$ cat src/rtl/lsu_pkg.sv
// Shared types and constants for the second-generation load/store unit.
package lsu_pkg;

  typedef enum logic [2:0] {
    ST_IDLE = 3'd0,
    ST_AR   = 3'd1,
    ST_R    = 3'd2,
    ST_AW_W = 3'd3,
    ST_B    = 3'd4,
    ST_DONE = 3'd5
  } state_e;

  // Access size encodings, log2 of the byte count.
  localparam logic [1:0] SZ_B = 2'd0;
  localparam logic [1:0] SZ_H = 2'd1;
  localparam logic [1:0] SZ_W = 2'd2;
  localparam logic [1:0] SZ_D = 2'd3;

  localparam logic [1:0] BURST_INCR  = 2'b01;
  localparam logic [1:0] RESP_OKAY   = 2'b00;
  localparam logic [1:0] RESP_SLVERR = 2'b10;
  localparam logic [1:0] RESP_DECERR = 2'b11;

  // Field positions inside read_t.
  localparam int RT_SIZE_LSB = 0;
  localparam int RT_SIZE_MSB = 1;
  localparam int RT_ZEXT     = 2;

  // True for the two error responses (bit[1] set).
  function automatic logic resp_is_err(input logic [1:0] resp);
    return (resp == RESP_SLVERR) || (resp == RESP_DECERR);
  endfunction

  // True when the low address bits are not a multiple of the access size.
  function automatic logic is_misaligned(input logic [2:0] addr_lo, input logic [1:0] size);
    logic [2:0] mask;
    mask = 3'((4'd1 << size) - 4'd1);
    return |(addr_lo & mask);
  endfunction

endpackage

$ cat src/rtl/lsu_lane_align.sv
// Byte-lane alignment: store shift/strobe generation and load shift/extend.
// Purely combinational; also intended for the DCache refill path.
module lsu_lane_align
  import lsu_pkg::*;
#(
  parameter  int DATA_W = 32,
  localparam int STRB_W = DATA_W / 8,
  localparam int OFF_W  = $clog2(STRB_W)
) (
  input  logic [OFF_W-1:0]  i_offset,
  input  logic [1:0]        i_size,
  input  logic              i_zext,
  input  logic [DATA_W-1:0] i_st_data,
  output logic [DATA_W-1:0] o_st_data,
  output logic [STRB_W-1:0] o_st_strb,
  input  logic [DATA_W-1:0] i_ld_raw,
  output logic [DATA_W-1:0] o_ld_data
);

  logic [OFF_W+2:0]  w_shamt;
  logic [STRB_W-1:0] w_mask;
  logic [DATA_W-1:0] w_ld_shift;
  logic [DATA_W-1:0] w_word_ext;

  assign w_shamt    = {i_offset, 3'b000};
  assign o_st_data  = i_st_data << w_shamt;
  // Lanes shifted past the top of the bus word simply fall off.
  assign o_st_strb  = w_mask << i_offset;
  assign w_ld_shift = i_ld_raw >> w_shamt;

  // Unshifted strobe mask for the access size.
  always_comb begin
    // NOTE: every combinational output gets a default first so no latch is inferred.
    w_mask = '1;
    case (i_size)
      SZ_B:    w_mask = STRB_W'(4'b0001);
      SZ_H:    w_mask = STRB_W'(4'b0011);
      SZ_W:    w_mask = STRB_W'(4'b1111);
      default: w_mask = '1;
    endcase
  end

  // Word extension only exists when the bus is wider than a word.
  if (DATA_W > 32) begin : g_word_ext
    assign w_word_ext = {{(DATA_W-32){~i_zext & w_ld_shift[31]}}, w_ld_shift[31:0]};
  end else begin : g_word_full
    assign w_word_ext = w_ld_shift;
  end

  // Truncate the shifted load data to the access size and extend it.
  always_comb begin
    o_ld_data = w_ld_shift;
    case (i_size)
      SZ_B:    o_ld_data = {{(DATA_W-8){~i_zext & w_ld_shift[7]}}, w_ld_shift[7:0]};
      SZ_H:    o_ld_data = {{(DATA_W-16){~i_zext & w_ld_shift[15]}}, w_ld_shift[15:0]};
      SZ_W:    o_ld_data = w_word_ext;
      default: o_ld_data = w_ld_shift;
    endcase
  end

endmodule

$ cat src/rtl/lsu_axi_gen2.sv
// Second-generation LSU: one EXU request -> one single-beat AXI4 read or write.
// Optional macro LSU_MISALIGN_TRAP_EN: misaligned loads/stores fault without bus traffic.
module lsu_axi_gen2
  import lsu_pkg::*;
#(
  parameter  int          DATA_W = 32,
  parameter  int          ADDR_W = 32,
  parameter  int unsigned AXI_ID = 0,
  localparam int          STRB_W = DATA_W / 8,
  localparam int          OFF_W  = $clog2(STRB_W)
) (
  input  logic              i_clock,
  input  logic              i_reset_n,
  // EXU request
  input  logic              i_valid,
  output logic              o_ready,
  input  logic              i_ren,
  input  logic              i_wen,
  input  logic [ADDR_W-1:0] i_addr,
  input  logic [DATA_W-1:0] i_wdata,
  input  logic [2:0]        i_read_t,
  // EXU result
  output logic              o_valid,
  input  logic              i_ready,
  output logic [DATA_W-1:0] o_rdata,
  output logic              o_fault,
  // AXI AR
  output logic              o_arvalid,
  input  logic              i_arready,
  output logic [ADDR_W-1:0] o_araddr,
  output logic [3:0]        o_arid,
  output logic [7:0]        o_arlen,
  output logic [2:0]        o_arsize,
  output logic [1:0]        o_arburst,
  // AXI R
  input  logic              i_rvalid,
  output logic              o_rready,
  input  logic [DATA_W-1:0] i_rdata,
  input  logic [1:0]        i_rresp,
  // AXI AW
  output logic              o_awvalid,
  input  logic              i_awready,
  output logic [ADDR_W-1:0] o_awaddr,
  output logic [3:0]        o_awid,
  output logic [7:0]        o_awlen,
  output logic [2:0]        o_awsize,
  output logic [1:0]        o_awburst,
  // AXI W
  output logic              o_wvalid,
  input  logic              i_wready,
  output logic [DATA_W-1:0] o_wdata,
  output logic [STRB_W-1:0] o_wstrb,
  output logic              o_wlast,
  // AXI B
  input  logic              i_bvalid,
  output logic              o_bready,
  input  logic [1:0]        i_bresp
);

  state_e            r_state, w_next;
  logic [ADDR_W-1:0] r_addr;
  logic [DATA_W-1:0] r_wdata;
  logic [DATA_W-1:0] r_rdata_raw;
  logic [1:0]        r_size;
  logic              r_zext, r_is_load, r_fault, r_aw_done, r_w_done;
  logic              w_trap, w_illegal, w_aw_fin, w_w_fin;
  logic [DATA_W-1:0] w_ld_data;

  // Dword accesses cannot be expressed on a 32-bit bus.
  assign w_illegal = (DATA_W == 32) && (i_read_t[RT_SIZE_MSB:RT_SIZE_LSB] == SZ_D)
                     && (i_ren || i_wen);
`ifdef LSU_MISALIGN_TRAP_EN
  assign w_trap = w_illegal || ((i_ren || i_wen) &&
                  is_misaligned(i_addr[2:0], i_read_t[RT_SIZE_MSB:RT_SIZE_LSB]));
`else
  assign w_trap = w_illegal;
`endif

  assign w_aw_fin = r_aw_done || (o_awvalid && i_awready);
  assign w_w_fin  = r_w_done  || (o_wvalid  && i_wready);

  // State register.
  always_ff @(posedge i_clock or negedge i_reset_n) begin
    // NOTE: sequential state uses non-blocking assignments so every flop samples pre-edge values.
    if (!i_reset_n) r_state <= ST_IDLE;
    else            r_state <= w_next;
  end

  // Next-state logic.
  always_comb begin
    w_next = r_state;
    case (r_state)
      ST_IDLE: if (i_valid) begin
                 if (w_trap)     w_next = ST_DONE;
                 else if (i_wen) w_next = ST_AW_W;
                 else if (i_ren) w_next = ST_AR;
                 else            w_next = ST_DONE;
               end
      ST_AR:   if (i_arready)           w_next = ST_R;
      ST_R:    if (i_rvalid)            w_next = ST_DONE;
      ST_AW_W: if (w_aw_fin && w_w_fin) w_next = ST_B;
      ST_B:    if (i_bvalid)            w_next = ST_DONE;
      ST_DONE: if (i_ready)             w_next = ST_IDLE;
      default:                          w_next = ST_IDLE;
    endcase
  end

  // Handshake outputs decoded from state and the per-channel done flags.
  always_comb begin
    o_ready   = (r_state == ST_IDLE);
    o_arvalid = (r_state == ST_AR);
    o_rready  = (r_state == ST_R);
    o_awvalid = (r_state == ST_AW_W) && !r_aw_done;
    o_wvalid  = (r_state == ST_AW_W) && !r_w_done;
    o_bready  = (r_state == ST_B);
    o_valid   = (r_state == ST_DONE);
  end

  // Request latch, channel completion flags and response capture.
  always_ff @(posedge i_clock or negedge i_reset_n) begin
    if (!i_reset_n) begin
      r_addr      <= '0;
      r_wdata     <= '0;
      r_rdata_raw <= '0;
      r_size      <= SZ_B;
      r_zext      <= 1'b0;
      r_is_load   <= 1'b0;
      r_fault     <= 1'b0;
      r_aw_done   <= 1'b0;
      r_w_done    <= 1'b0;
    end else begin
      case (r_state)
        ST_IDLE: if (i_valid) begin
          r_addr      <= i_addr;
          r_wdata     <= i_wdata;
          r_rdata_raw <= '0;
          r_size      <= i_read_t[RT_SIZE_MSB:RT_SIZE_LSB];
          r_zext      <= i_read_t[RT_ZEXT];
          r_is_load   <= i_ren && !i_wen && !w_trap;
          r_fault     <= w_trap;
          r_aw_done   <= 1'b0;
          r_w_done    <= 1'b0;
        end
        ST_R: if (i_rvalid) begin
          r_rdata_raw <= i_rdata;
          r_fault     <= resp_is_err(i_rresp);
        end
        ST_AW_W: begin
          if (o_awvalid && i_awready) r_aw_done <= 1'b1;
          if (o_wvalid && i_wready)   r_w_done  <= 1'b1;
        end
        ST_B: if (i_bvalid) r_fault <= resp_is_err(i_bresp);
        default: ;
      endcase
    end
  end

  lsu_lane_align #(.DATA_W(DATA_W)) u_align (
    .i_offset  (r_addr[OFF_W-1:0]),
    .i_size    (r_size),
    .i_zext    (r_zext),
    .i_st_data (r_wdata),
    .o_st_data (o_wdata),
    .o_st_strb (o_wstrb),
    .i_ld_raw  (r_rdata_raw),
    .o_ld_data (w_ld_data)
  );

  assign o_rdata   = (r_is_load && !r_fault) ? w_ld_data : '0;
  assign o_fault   = r_fault;
  assign o_araddr  = r_addr;
  assign o_awaddr  = r_addr;
  assign o_arid    = 4'(AXI_ID);
  assign o_awid    = 4'(AXI_ID);
  assign o_arlen   = 8'd0;
  assign o_awlen   = 8'd0;
  assign o_arsize  = {1'b0, r_size};
  assign o_awsize  = {1'b0, r_size};
  assign o_arburst = BURST_INCR;
  assign o_awburst = BURST_INCR;
  assign o_wlast   = 1'b1;

endmodule

$ cat config.mk
export PLATFORM = sky130hd
export DESIGN_NAME = lsu_axi_gen2
export DESIGN_NICKNAME = d
export VERILOG_FILES = /design/src/rtl/lsu_pkg.sv /design/src/rtl/lsu_lane_align.sv /design/src/rtl/lsu_axi_gen2.sv
export SDC_FILE = /design/constraint.sdc
export NUM_CORES = 1
export LEC_CHECK = 0
export BUFFER_PORTS_ARGS = -buffer_cell sky130_fd_sc_hd__buf_4
export CORE_ASPECT_RATIO = 2
export CORE_UTILIZATION = 45
export CTS_CLUSTER_DIAMETER = 30
export CTS_CLUSTER_SIZE = 30
export DETAILED_ROUTE_END_ITERATION = 10
export GPL_TIMING_DRIVEN = 0
export PLACE_DENSITY = 0.83
export RECOVER_POWER = 50
export REMOVE_ABC_BUFFERS = 1
export SETUP_SLACK_MARGIN = 0.3
export SYNTH_ARGS = -nofsm -noshare
export SYNTH_HDL_FRONTEND = slang
export SYNTH_HIERARCHICAL = 1
export SYNTH_SLANG_ARGS = --single-unit
$ cat constraint.sdc
create_clock -name i_clock -period 2.5 [get_ports i_clock]
set_clock_uncertainty 0.2 [all_clocks]
set_input_delay 0.25 -clock i_clock [delete_from_list [all_inputs] [get_ports i_clock]]
set_output_delay 0.25 -clock i_clock [all_outputs]
set_load 0.02 [all_outputs]
==> results.json, run 1 <==
{
  "clk_latency_ns": 0.35,
  "grt_use_met1_pct": 30.1,
  "drt_iter0_markers": 308,
  "synth_most_common_cell": "nand2_1",
  "post-route-period-util_pct": 99.9,
  "cp_cell_sequence": "buf_12 > mux2_2 > a221oi_2 > a21oi_2 > and2_1 > buf_4",
  "synth_edf_count": 0,
  "whs_ns": 0.0243,
  "ys_types": 48,
  "critPathBufInv": 2,
  "ff2ff_path_depth": 7,
  "antenna_found_initial": 1,
  "hold_path.class": "input port to flip-flop",
  "p_per_area_mw_per_mm2": 1210,
  "leakagePower_nw": 5.03,
  "grt_usage_pct": 29.4,
  "gr-usage-met2_pct": 55.0,
  "cts_num_sinks": 106,
  "total_power_mw": 12.5,
  "drv_cap": 0,
  "initial_core_util_pct": 46.2,
  "period_minus_slack_ns": 2.50,
  "dieArea_mm2": 0.0148,
  "max_slew.worst_pin.slew_ns": 1.49,
  "critPathArrivalTime_ns": 2.05,
  "fin_nets": 1245,
  "clk_pin_slew_ns": 0.07,
  "netlist_top_cells_count": "nand2_1, dfrtp_1, buf_4",
  "cp.depth": 6,
  "async_flop_share_pct": 100,
  "endpoint": "o_rdata[13]",
  "comb_power_share_pct": 63.7,
  "rr_startpoint": "r_state[2]",
  "grt_first_pass_wirelength_mm": 33.5,
  "slowest_delay_ns": 0.51,
  "synth_seq_area_share_pct": 41.4,
  "viasPerCell": 5.21,
  "max_slew_margin_pct": 0.504,
  "worst_path_max_delay_cell": "dfrtp_4",
  "crit_path_max_fanout": 12,
  "r2r-end": "r_rdata_raw[22]",
  "place_area_mm2": 0.00807,
  "fmax_ghz": 0.400,
  "die_h_um": 171,
  "vias": 6906,
  "grt_use_met3_pct": 4.53,
  "synth_warnings": 6,
  "syn_area_per_cell_um2": 8.10,
  "wl_per_cell_um": 17.3,
  "rows": 61,
  "crit_family": "flip-flops",
  "grt_pass1_vias": 6741,
  "crit_required_ns": 2.05,
  "power_switching_mw": 5.97,
  "synth_top_area_share_pct": 41.4,
  "p_sw_share_pct": 47.7,
  "slew_viol_final": 0,
  "synth-seq-cells": 106,
  "cts_tree": "built",
  "synth_area_leaders": "dfrtp_1, nand2_1, buf_4",
  "io_buffers": 255,
  "hpwl_mm": 12.9,
  "seqPwrFrac_pct": 25.9,
  "cts_buffer_depth": 2,
  "finalHoldViolCount": 0,
  "r2r_setup_slack_ns": 0.38,
  "rsz0062_at_grt": "true",
  "postRouteWirelength_mm": 22.9,
  "ant_nets": 0,
  "die_w_um": 86.4,
  "grt_remaining_overflow": 0,
  "io_pins": 289,
  "finalSetupViolCount": 0,
  "grt_max_degree": 107,
  "start_kind": "flip-flop",
  "drc": 0,
  "final_cell_area_mm2": 0.0103,
  "crit_start": "o_araddr[1]",
  "status": "completed",
  "cts_made_buffers": 9,
  "fp.coreArea_mm2": 0.0139,
  "netlist_area_mm2": 0.00641,
  "syn2layout_area_growth_pct": 60.8,
  "clock_power_share_pct": 10.5,
  "synth_flop_cell": "dfrtp_1",
  "gr-max-usage-layer": "met2",
  "vdd_drop_max_mv": 0.858,
  "setup.worst_path.end_class": "primary output",
  "gp_congestion": 0.858,
  "dr.pass1.iters": 6,
  "intPower_mw": 6.54,
  "root_buffer": "clkbuf_16",
  "drive_above_1_share_pct": 32.6,
  "yosys.area.top_type": "dfrtp_1",
  "netlist_instances": 792,
  "criticalPathCategory": "flip-flop to primary output",
  "htreeDepth": 3,
  "utilization_pct": 74.2,
  "tns_ns": 0
}
[per-stage QoR]
| step | worst slack [ns] | instances |
|---|---|---|
| final | 0.00199 | 1326 |
| after global placement | -3.06 | 1148 |
| after CTS | 0.0500 | 1306 |
| after floorplan | -1.24 | 704 |
| after detailed placement | -0.367 | 1156 |
| after global routing | -0.0271 | 1326 |
[sequential cells by signal, indices dropped and copies added (netlist names)]
name         count
r_rdata_raw     32
r_size           2
o_fault          1
o_araddr        32
r_state          3
r_zext           1
r_w_done         1
r_wdata         32
r_aw_done        1
r_is_load        1
[placed cells by master (no fill, tap or decap), drive strengths merged, types with 15 or more instances in the layout]
master / n
o21ai: 50
a21oi: 30
nor2b: 15
mux2: 18
mux2i: 26
and2: 42
conb: 31
dlygate4sd3: 103
dfrtp: 106
nand2: 296
buf: 249
clkbuf: 79
nor2: 22
[worst min-delay path: stages]
cell     delay [ns]
buf_4          0.11
nand2_1        0.09
o21ai_0        0.08
[cell type report]
cell class	instances	area [µm²]
Timing Repair Buffer	416	3550
Antenna cell	1	2.50
Sequential cell	106	2670
Inverter	3	13.8
Fill cell	959	3580
Multi-Input combinational cell	595	3590
Clock buffer	16	251
Tap cell	189	236
[power groups by stage]
stage               combinational [mW]  clock [mW]  sequential, mW
floorplan                         2.81           0            3.81
global placement                  5.60           0            3.41
detailed placement                5.99           0            3.29
CTS                               7.17        1.32            3.15
global route                      8.44        1.39            3.32
finish                            7.97        1.31            3.24
[how the worst min path moves through the flow]
| stage | startpoint | endpoint | slack (ns) | depth (start not counted) |
|---|---|---|---|---|
| detailed placement | i_addr[1] | o_araddr[1] | 0.24 | 3 |
| global route | i_rdata[26] | r_rdata_raw[26] | 0.008 | 3 |
| floorplan | i_reset_n | o_araddr[0] | -0.25 | 0 |
| global placement | i_addr[15] | o_araddr[15] | 0.24 | 3 |
| finish | i_rdata[26] | r_rdata_raw[26] | 0.02 | 3 |
| CTS | i_rdata[26] | r_rdata_raw[26] | 0.01 | 3 |
[timing repair]
action                                  in CTS  in global routing
hold buffers                               102                  1
gates resized for setup                     61                112
endpoints found under the setup margin     128                133
buffers inserted                            30                 17
cloned                                       2                  0
hold endpoints to repair                   101                 63
pin swaps                                   20                 15
[logic make-up (layout without fill, tap and decap cells)]
kind of cell              count (synthesis)  after routing  share of synthesized area, %
AOI/OAI and AO/OA                       105            105                          9.91
xor gates and xnor gates                  1              1                         0.137
buffers and inverters                   120            435                          12.0
DFF                                     106            106                          41.4
muxes                                    44             44                          7.28
other                                     2             32                         0.117
and+or+nand+nor                         414            414                          29.2
[layer usage]
layer	vias to the layer above	part of all wire [%]
met5	-	0
met4	0	5.1
met3	94	5.0
met2	352	56
met1	3280	34
li1	3180	-
Power figures use the tool's default switching activity.
==> inputs of run 2 (changes only) <==
==> constraint.sdc (replaced) <==
create_clock -name i_clock -period 2.5 [get_ports i_clock]
set_clock_uncertainty 0.2 [all_clocks]
set_input_delay 0.5 -clock i_clock [delete_from_list [all_inputs] [get_ports i_clock]]
set_output_delay 0.5 -clock i_clock [all_outputs]
set_load 0.02 [all_outputs]
==> run 2 against run 1 <==
The flow now finishes with violations (max-capacitance violations, max-slew violations, negative setup slack). First-iteration DRC count grew 6.5%. Via count down 6.0%. Hold slack improved by 0.11 ns.
==> results.json, run 2 (same netlist as run 1, synthesis figures left out) <==
{
  "status": "finished, violations left",
  "max_slew.worst_pin.slew_ns": 1.50,
  "grt_remaining_overflow": 0,
  "htreeDepth": 3,
  "fmax_ghz": 0.363,
  "post-route-period-util_pct": 110,
  "grt_max_degree": 107,
  "gp_congestion": 0.858,
  "viasPerCell": 5.26,
  "cts_buffer_depth": 2,
  "clk_latency_ns": 0.35,
  "period_minus_slack_ns": 2.75,
  "cp_cell_sequence": "buf_12 > mux2_2 > a221oi_2 > a21oi_1 > and2_1 > buf_6",
  "tns_ns": -4.87,
  "rows": 61,
  "cts_made_buffers": 9,
  "violations": "max-capacitance violations, max-slew violations, negative setup slack",
  "drv_cap": 1,
  "drc": 0,
  "setup.worst_path.end_class": "primary output",
  "syn2layout_area_growth_pct": 49.9,
  "drive_above_1_share_pct": 38.5,
  "grt_pass1_vias": 5985,
  "fin_nets": 1155,
  "critPathArrivalTime_ns": 2.05,
  "worst_path_max_delay_cell": "dfrtp_4",
  "hpwl_mm": 12.9,
  "dr.pass1.iters": 6,
  "instances_no_fill": 1235,
  "cts_num_sinks": 106,
  "wl_per_cell_um": 17.6,
  "drt_iter0_markers": 328,
  "critPathBufInv": 2,
  "crit_path_max_fanout": 12,
  "max_slew_margin_pct": -0.144,
  "finalHoldViolCount": 0,
  "io_buffers": 255,
  "final_cell_mix": "nand2_1, buf_4, dfrtp_1, clkbuf_1, buf_6",
  "seqCellArea_mm2": 0.00267,
  "die_w_um": 86.4,
  "dieArea_mm2": 0.0148,
  "slowest_delay_ns": 0.51,
  "hold_path.class": "input port to flip-flop",
  "cts_tree": "built",
  "io_pins": 289,
  "crit_family": "flip-flops",
  "finalSetupViolCount": 44,
  "n_antenna_cell": 0,
  "vdd_drop_max_mv": 0.950,
  "fin_ws_ns": -0.253,
  "root_buffer": "clkbuf_16",
  "clk_pin_slew_ns": 0.07,
  "total_power_mw": 12.7,
  "grt_usage_pct": 26.8,
  "grt_first_pass_wirelength_mm": 30.2,
  "p_per_area_mw_per_mm2": 1320,
  "rsz0062_at_grt": "true",
  "initial_core_util_pct": 46.2,
  "antenna_found_initial": 0,
  "slew_viol_final": 24,
  "criticalPathCategory": "flip-flop to primary output",
  "vias": 6492,
  "fp.coreArea_mm2": 0.0139,
  "start_kind": "flip-flop",
  "postRouteWirelength_mm": 21.7,
  "nFillCells": 1087,
  "dp.cells": 1156,
  "leakagePower_nw": 4.73,
  "crit_required_ns": 1.80,
  "final_common_cell": "nand2_1",
  "ant_nets": 0,
  "die_h_um": 171,
  "multi_input_area_mm2": 0.00361
}
==> run 2: tightest hold or removal path, delay by kind of cell <==
kind / cells / cell delay, ns
buf+inv: 1 / 0.08
simple gates: 2 / 0.08
==> run 2: what timing repair did <==
action	4_1_cts	5_1_grt
pin swaps	30	19
hold buffers	0	1
endpoints found under the hold margin	0	24
setup endpoints to repair	136	140
buffers inserted	33	19
gates resized for setup	111	88
gates cloned	3	6
==> run 2: report_power, final <==
| part | total [mW] | internal (mW) | switching [mW] |
|---|---|---|---|
| sequential | 3.20 | 2.43 | 0.772 |
| clock | 1.29 | 0.681 | 0.613 |
| combinational | 8.21 | 3.65 | 4.56 |
| total | 12.7 | 6.76 | 5.95 |
==> run 2: worst paths after layout <==
check	startpoint	to	slack, ns	depth (start not counted)
setup / recovery	o_araddr[1]	o_rdata[9]	-0.25	6
hold / removal	i_wdata[14]	r_wdata[14]	0.14	3
setup reg to reg	r_state[0]	o_fault	0.40	6
hold reg to reg	r_wdata[30]	r_wdata[30]	0.27	2
max in group asynchronous	i_reset_n	o_araddr[1]	0.12	3
min in group asynchronous	i_reset_n	r_rdata_raw[4]	0.88	2
==> run 2: routing by layer <==
layer / GRT usage, % / part of all wire, %
met1: 27.3 / 33
met2: 49.1 / 56
met3: 4.49 / 5.5
met4: 17.3 / 5.3
met5: 0 / 0
==> run 2: area by class of cell <==
cell class | instances | share of cell area [%]
tap | 189 | 2.46
clock buffer | 16 | 2.62
timing repair buffer | 325 | 29.4
multi-input combinational | 596 | 37.6
sequential | 106 | 27.8
inverter | 3 | 0.169
==> run 2: through the flow <==
stage / cell area [µm²] / setup slack (ns) / utilization (%) / hold WS [ns]
after CTS: 9130 / -0.177 / 65.7 / 0.127
after floorplan: 5760 / -1.44 / - / 0.00441
after global placement: 7920 / -3.06 / 57.0 / 0.250
final: 9610 / -0.253 / 69.2 / 0.138
after global routing: 9610 / -0.321 / 69.2 / 0.136
after detailed placement: 8070 / -0.617 / 58.1 / 0.256
==> inputs of run 3 (changes only) <==
ABC_AREA = 1   (was unset)
==> run 3 against run 2 <==
The flow finishes with violations (negative setup slack). First-iteration DRC count up 38%. Sequential share of layout area up 0.20 points. Non-clock buffer count down 32. Synthesized cell count up 16%. Flip-flop and latch count unchanged. Cell count up 9.1%. Highest routed layer unchanged. Wire length up 10%.
==> results.json, run 3 <==
{
  "status": "finished, violations left",
  "violations": "negative setup slack",
  "synth_flop_cell": "dfrtp_1",
  "clk_latency_ns": 0.34,
  "total_power_mw": 14.1,
  "synth_edf_count": 0,
  "die_h_um": 172,
  "netlist_area_mm2": 0.00648,
  "max_slew.worst_pin.slew_ns": 1.01,
  "drive_above_1_share_pct": 34.7,
  "synth_warnings": 6,
  "n_antenna_cell": 0,
  "finalHoldViolCount": 0,
  "syn2layout_area_growth_pct": 47.1,
  "max_slew_margin_pct": 32.3,
  "synth-seq-cells": 106,
  "p_per_area_mw_per_mm2": 1470,
  "slew_viol_final": 0,
  "fmax_ghz": 0.377,
  "synth_most_common_cell": "nand2_1",
  "yosys.area.top_type": "dfrtp_1",
  "vdd_drop_max_mv": 0.986,
  "crit_path_max_fanout": 8,
  "drc": 0,
  "fp.coreArea_mm2": 0.0140,
  "hold_path.class": "input port to flip-flop",
  "utilization_pct": 68.2,
  "drt_iter0_markers": 453,
  "leakagePower_nw": 4.89,
  "postRouteWirelength_mm": 24.0,
  "dieArea_mm2": 0.0149,
  "vias": 7044,
  "synth_top_area_share_pct": 40.9,
  "final_cell_mix": "nand2_1, buf_4, dfrtp_1, inv_1, nor2_1",
  "finalSetupViolCount": 39,
  "cts_buffer_depth": 2,
  "antenna_found_initial": 0,
  "synth_area_leaders": "dfrtp_1, nand2_1, buf_4",
  "netlist_instances": 919,
  "dr.pass1.iters": 5,
  "ys_types": 31,
  "post-route-period-util_pct": 106,
  "ff2ff_path_depth": 7,
  "start_kind": "flip-flop",
  "cts_tree": "built",
  "grt_max_degree": 107,
  "whs_ns": 0.145,
  "io_pins": 289,
  "viasPerCell": 5.23,
  "hold_path_depth": 3,
  "htreeDepth": 3,
  "cts_made_buffers": 9,
  "cts_num_sinks": 106,
  "multi_input_area_mm2": 0.00340,
  "fin_nets": 1267,
  "synth_seq_area_share_pct": 40.9,
  "hpwl_mm": 12.7,
  "ant_nets": 0,
  "initial_core_util_pct": 46.4,
  "async_flop_share_pct": 100,
  "final_common_cell": "nand2_1",
  "grt_first_pass_wirelength_mm": 34.1,
  "criticalPathCategory": "flip-flop to primary output",
  "grt_remaining_overflow": 0,
  "nFillCells": 1153,
  "clk_pin_slew_ns": 0.08,
  "die_w_um": 86.9,
  "syn_area_per_cell_um2": 7.05,
  "wl_per_cell_um": 17.8,
  "rows": 61,
  "fin_ws_ns": -0.154,
  "netlist_top_cells_count": "nand2_1, dfrtp_1, inv_1",
  "period_minus_slack_ns": 2.65,
  "grt_pass1_vias": 6752,
  "crit_required_ns": 1.80,
  "io_buffers": 255,
  "rsz0062_at_grt": "true",
  "drv_cap": 0,
  "root_buffer": "clkbuf_16",
  "setup.worst_path.end_class": "primary output",
  "grt_usage_pct": 30.2,
  "gp_congestion": 0.895,
  "seqCellArea_mm2": 0.00267,
  "critPathArrivalTime_ns": 1.95
}
[run 3: cell types whose count changed after synthesis, moves of 9 or more]
| cell | previous run | this run |
|---|---|---|
| inv_1 | 2 | 99 |
| nor2_1 | 22 | 82 |
| nand3_1 | 8 | 59 |
| and2_1 | 42 | 1 |
| mux2i_1 | 26 | 0 |
| o21ai_1 | 1 | 22 |
| nand2_1 | 295 | 313 |
| mux2_2 | 17 | 0 |
| nor2b_1 | 15 | 0 |
| clkbuf_1 | 24 | 11 |
| a22oi_1 | 0 | 10 |
| a211oi_1 | 9 | 0 |
| nand4_1 | 9 | 0 |
[run 3: worst paths after layout]
check	start	end	slack [ns]
min reg2reg	r_wdata[5]	r_wdata[5]	0.29
max	o_araddr[0]	o_rdata[30]	-0.15
min	i_wdata[29]	r_wdata[29]	0.15
min in group asynchronous	i_reset_n	o_araddr[1]	0.32
max reg2reg	r_state[0]	r_rdata_raw[2]	0.42
max in group asynchronous	i_reset_n	o_araddr[0]	0.42
[run 3: area by class of cell]
class	count	share of cell area (%)
repair buffers	293	24.9
clock buffers	10	2.40
inverters	104	4.94
clock inverters	6	0.591
flip-flops and latches	106	28.0
multi-input cells	633	35.7
well taps	189	2.48
repair inverters	6	0.985
[run 3: metrics by stage]
stage | std cells | setup TNS, ns | setup WS (ns) | area, µm²
after detailed placement | 1279 | -40.07 | -0.495 | 7970
after floorplan | 833 | -43.09 | -1.03 | 5780
after CTS | 1331 | -3.24 | -0.129 | 9100
after global placement | 1277 | -125.75 | -2.12 | 7930
final | 1347 | -3.23 | -0.154 | 9530
after global routing | 1347 | -6.43 | -0.246 | 9530
[run 3: layer usage]
metal / vias to the layer above / GRT usage, % / share of wire [%]
met5: - / 0 / 0
met4: 0 / 17.8 / 5.3
met3: 90 / 4.61 / 6.2
met2: 383 / 56.1 / 56
met1: 3337 / 31.2 / 33
li1: 3234 / - / -
[run 3: power by group]
part	internal (mW)	total (mW)	switching, mW
Clock	0.702	1.39	0.693
Sequential	2.54	3.33	0.791
Combinational	3.54	9.33	5.79
[run 3: critical path, stage by stage, from the launching register on]
cell       delay (ns)
dfrtp_4          0.52
buf_16           0.17
clkinv_16        0.07
nand2_4          0.05
nand3_4          0.07
nand4_4          0.14
clkbuf_16        0.21
nand3_2          0.06
inv_1            0.05
nor2_2           0.11
buf_6            0.15
[run 3: timing repair]
action                                  CTS  global route
gates resized for setup                 113           127
buffers inserted                         20            10
endpoints found under the hold margin     0             3
endpoints found under the setup margin  171           172
pin swaps                                31            39
hold buffers                              0             1
cloned                                   16             4
[run 3: logic make-up after synthesis]
kind of cell	share of synthesized area [%]
flops	40.9
compound gates	9.71
other cells	0.116
simple gates	30.6
buf+inv	18.6
